File: config.mk
export PLATFORM = sky130hd
export DESIGN_NAME = overflow_sub_serial
export DESIGN_NICKNAME = d
export VERILOG_FILES = /design/src/rtl/overflow_sub_serial.sv
export SDC_FILE = /design/constraint.sdc
export NUM_CORES = 1
export LEC_CHECK = 0
export CAP_MARGIN = 20
export CORE_MARGIN = 2
export CORE_UTILIZATION = 45
export DETAILED_ROUTE_END_ITERATION = 10
export GPL_TIMING_DRIVEN = 0
export PLACE_DENSITY = 0.79
export SETUP_SLACK_MARGIN = 0.4
export SLEW_MARGIN = 20
export SYNTH_ARGS = -nofsm -noshare
export SYNTH_HDL_FRONTEND = slang
export SYNTH_SLANG_ARGS = --single-unit
File: constraint.sdc
create_clock -name clk -period 3.2 [get_ports clk]
set_input_delay 0.8 -clock clk [delete_from_list [all_inputs] [get_ports clk]]
set_output_delay 0.8 -clock clk [all_outputs]
set_load 0.03 [all_outputs]
File: src/rtl/overflow_sub_serial.sv
// overflow_sub_serial
//    Bit-serial signed subtractor with overflow detection. Computes a - b one
//    bit per clock as a + ~b + 1. Operands arrive over a start valid/ready
//    handshake. The difference and a signed-overflow flag leave over a done
//    valid/ready handshake.
//
//    Build option:
//       SUB_SATURATE_EN  when defined, an overflowing result is clamped to the
//                        most positive value if a >= 0, and to the most
//                        negative value otherwise. overflow is still asserted.
//
// Ports:
//    clk          clock, rising edge
//    rst_n        asynchronous active-low reset
//    start_valid  operands a/b valid
//    start_ready  block can accept operands (IDLE)
//    a, b         minuend / subtrahend, signed WIDTH-bit
//    done_valid   diff/overflow valid (DONE)
//    done_ready   consumer accepts result
//    diff         a - b, signed WIDTH-bit
//    overflow     signed overflow of a - b
//    busy         operation in progress (SHIFT or DONE)
//
// state | meaning
// IDLE  | waiting for operands, start_ready high
// SHIFT | one difference bit per cycle, LSB first, WIDTH cycles
// DONE  | result held with done_valid high until done_ready

module overflow_sub_serial #(
   parameter int WIDTH = 8
) (
   input  logic             clk,
   input  logic             rst_n,
   input  logic             start_valid,
   output logic             start_ready,
   input  logic [WIDTH-1:0] a,
   input  logic [WIDTH-1:0] b,
   output logic             done_valid,
   input  logic             done_ready,
   output logic [WIDTH-1:0] diff,
   output logic             overflow,
   output logic             busy
);

   localparam int CW = (WIDTH > 2) ? $clog2(WIDTH) : 1;
   localparam logic [CW-1:0] LAST = CW'(WIDTH - 1);

   typedef enum logic [1:0] {
      IDLE  = 2'd0,
      SHIFT = 2'd1,
      DONE  = 2'd2
   } state_t;

   state_t           state;
   logic [WIDTH-1:0] sh_a;
   logic [WIDTH-1:0] sh_b;
   logic [WIDTH-1:0] res;
   logic             carry;
   logic [CW-1:0]    cnt;

   logic             sum_bit;
   logic             carry_out;
   logic [WIDTH-1:0] res_next;
   logic             ovf_next;
   logic [WIDTH-1:0] diff_next;

   // On the last SHIFT cycle, sh_a[0]/sh_b[0] hold the operand MSBs. carry is
   // then the carry into the MSB, so overflow is carry-in xor carry-out there.
   always_comb begin
      sum_bit   = sh_a[0] ^ sh_b[0] ^ carry;
      carry_out = (sh_a[0] & sh_b[0]) | (sh_a[0] & carry) | (sh_b[0] & carry);
      res_next  = {sum_bit, res[WIDTH-1:1]};
      ovf_next  = carry ^ carry_out;
      diff_next = res_next;
`ifdef SUB_SATURATE_EN
      if (ovf_next) begin
         diff_next = sh_a[0] ? {1'b1, {(WIDTH-1){1'b0}}}
                             : {1'b0, {(WIDTH-1){1'b1}}};
      end
`endif
   end

   always_ff @(posedge clk or negedge rst_n) begin
      if (!rst_n) begin
         state       <= IDLE;
         sh_a        <= '0;
         sh_b        <= '0;
         res         <= '0;
         carry       <= 1'b0;
         cnt         <= '0;
         diff        <= '0;
         overflow    <= 1'b0;
         start_ready <= 1'b1;
         done_valid  <= 1'b0;
         busy        <= 1'b0;
      end else begin
         case (state)
            IDLE: begin
               if (start_valid) begin
                  sh_a        <= a;
                  sh_b        <= ~b;
                  carry       <= 1'b1;
                  cnt         <= '0;
                  state       <= SHIFT;
                  start_ready <= 1'b0;
                  busy        <= 1'b1;
               end
            end
            SHIFT: begin
               sh_a  <= sh_a >> 1;
               sh_b  <= sh_b >> 1;
               res   <= res_next;
               carry <= carry_out;
               if (cnt == LAST) begin
                  cnt        <= '0;
                  diff       <= diff_next;
                  overflow   <= ovf_next;
                  done_valid <= 1'b1;
                  state      <= DONE;
               end else begin
                  cnt <= cnt + 1'b1;
               end
            end
            DONE: begin
               if (done_ready) begin
                  done_valid  <= 1'b0;
                  start_ready <= 1'b1;
                  busy        <= 1'b0;
                  state       <= IDLE;
               end
            end
            default: begin
               state       <= IDLE;
               start_ready <= 1'b1;
               done_valid  <= 1'b0;
               busy        <= 1'b0;
            end
         endcase
      end
   end

endmodule

==> results.tsv <==
metric	value	unit
status	finished clean	
busiest_layer	met2	
io_buffers	31	
finalCritPeriodShare	0.7206	
die_area	4609	um2
maxSlewViolCount	0	
drive_gt1_frac	0.1469	
required	2.40	ns
worst-slew-pin-transition	0.6088	ns
post-dp-hpwl	2594	um
post-cts-setup-buffer-count	0	
skew	0.002242	ns
swShare	0.3796	
power_frac_clock	0.148	
grt_pass1_vias	1348	
cp_slowest_stage_delay	0.66	ns
cp_slowest_cell	clkdlybuf4s50_1	
area_delta_synth_final	26.02	%
diodes	0	
cts_sinks	41	
antenna_left	0	
end_kind	output port	
die_y	67.89	um
p_leak	1.028	nW
final.setup.tns	0	ns
slew_headroom	0.5926	
path_max_fanout	3	
clockBufferDepth	2	
globalRouteTotalUtil	0.1882	
hold_ws	0.4464	ns
use_met1	0.2495	
path_delay_family	buffers and inverters	
fp.dieW	67.89	um
met2_usage	0.2843	
ff_latch_area	1027	um2
drt_iter0_drc	134	
ys_types	29	
fillers	363	
synth_seq_cells	41	
drc_errors	0	
met3_usage	0.04441	
syn_nets	194	
multi_input_area	709.4	um2
synth_area	1837	um2
syn_area_per_cell	10.74	um2
clk_latency	0.30	ns
cts.clk_slew.worst_paths	0.07	ns
rows	23	
via_per_inst	5.460	
holdBufCountCts	0	
firstDrtPassIters	4	
rsz0062_at_grt	no	
h-tree-depth	2	
routed_wl	3653	um
power_frac_seq	0.417	
power_density	944.9	nW/um2
setup_violations	0	
p_total	2.187	mW
synth-seq-area-share	0.5593	
ir_drop	0.3907	mV
grt.overflow.total	0	
grt_max_degree	25	
power_switching	830.2	uW
cp_cell_sequence	clkdlybuf4s50_1	
antenna_found_initial	0	
post-route-util	0.5829	
start_util	0.4625	
num_vias	1425	
yosysWarnings	0	
drv_cap	0	
ios	32	
timing.fmax	433.7	MHz
avgRoutedWirePerCell	14.00	um
critPathBufInv	1	
cts_buffers	5	
combPwrFrac	0.436	
criticalPathCategory	register to output port	
cp.arrival	1.51	ns
cts_resized	0	
clockRootBuffer	clkbuf_8	
period_needed	2.306	ns
syn_inst	171	
holdCritPathClass	primary input to asynchronous set/reset pin	
worstSetupStartpointType	register	
gp_congestion	0.7781	
nNetsFinal	233	
p_int	1.357	mW
core	3971	um2
grt_pass1_wl	6279	um
finalHoldViolCount	0	
cts_tree	done	
[stage by stage]
step	cell area, um2	setup WS, ns	instances
floorplan	1837	1.664	171
global placement	2210	0.3187	252
detailed placement	2232	0.9292	253
CTS	2315	0.8822	261
global route	2315	0.8627	261
finish	2315	0.8941	261
[routing by layer]
| metal | part of all wire | routed length [um] |
|---|---|---|
| met1 | 0.48 | 1750 |
| met2 | 0.45 | 1641 |
| met3 | 0.048 | 175 |
| met4 | 0.024 | 86 |
| met5 | 0 | 0 |
[cell families after synthesis]
family / share of synthesized area
AND/OR/NAND/NOR: 0.1587
adder cells (fa/ha/maj): 0.02452
buffers and inverters: 0.05449
flip-flops: 0.5593
AO/OA/AOI/OAI: 0.1492
XOR/XNOR: 0.004769
multiplexers: 0.04905
[registers in the layout (all words and copies together), names as in the netlist]
name         cells
res              7
sh_a             8
cnt              3
diff             8
sh_b             8
busy             1
carry            1
state            2
done_valid       1
start_ready      1
overflow         1
[Yosys cell counts]
cell type / instances / area, um2
dfstp_2: 1 / 26.28
inv_2: 1 / 3.750
nor2b_1: 1 / 6.260
fa_1: 1 / 20.02
a221o_1: 7 / 70.07
nand2_1: 31 / 116.4
nor2_1: 5 / 18.77
a21o_1: 1 / 7.510
nand2b_1: 3 / 18.77
o22ai_1: 7 / 43.79
a21oi_1: 4 / 20.02
xnor2_1: 1 / 8.760
o31ai_1: 9 / 67.56
dfrtp_1: 40 / 1001
clkbuf_2: 1 / 5.000
inv_1: 2 / 7.510
buf_6: 3 / 33.78
o22a_1: 1 / 8.760
clkbuf_1: 2 / 7.510
o2bb2ai_1: 1 / 8.760
nand3b_1: 1 / 7.510
ha_1: 2 / 25.02
buf_2: 4 / 20.02
nor2b_4: 1 / 13.76
o21ai_0: 6 / 30.03
a22o_1: 2 / 17.52
mux2_2: 8 / 90.09
nor3_1: 22 / 110.1
buf_4: 3 / 22.52
[cell usage in the layout, fill, tap and decap left out, types with 3 or more instances in the layout]
cell and n:
a221o_1 7, clkbuf_1 3, clkdlybuf4s50_1 30, buf_4 3
nand2b_1 3, buf_6 3, nor3_1 22, nand2_1 31
a21oi_1 4, buf_2 5, clkbuf_8 5, o22ai_1 7
o31ai_1 9, mux2_2 8, o21ai_0 6, dfrtp_1 40
nor2_1 5
[area by class of cell]
| type | instances | area share |
|---|---|---|
| Buffer | 13 | 0.03838 |
| Clock buffer | 6 | 0.03135 |
| Clock inverter | 2 | 0.004324 |
| Inverter | 3 | 0.004865 |
| Multi-Input combinational cell | 114 | 0.3065 |
| Sequential cell | 41 | 0.4438 |
| Tap cell | 50 | 0.02703 |
| Timing Repair Buffer | 32 | 0.1438 |
[power by group through the flow]
stage               Combinational, mW  Clock (mW)  Sequential (mW)
floorplan                       0.544           0             1.02
global placement                0.927           0            0.910
detailed placement              0.962           0            0.921
CTS                             0.963       0.334            0.912
global route                     1.05       0.358            0.943
finish                          0.953       0.323            0.912
[worst paths after layout]
path	from	end	slack (ns)	cells past startpoint
worst min-delay path	rst_n	sh_b[3]	0.45	1
worst max-delay path	start_ready	start_ready	0.89	1
worst min register to register	overflow	overflow	0.48	2
max in group asynchronous	rst_n	diff[3]	2.29	2
worst max register to register	cnt[0]	diff[4]	1.50	5
min in group clk	overflow	overflow	0.48	2
No activity file was read; power rests on OpenSTA's default activity.
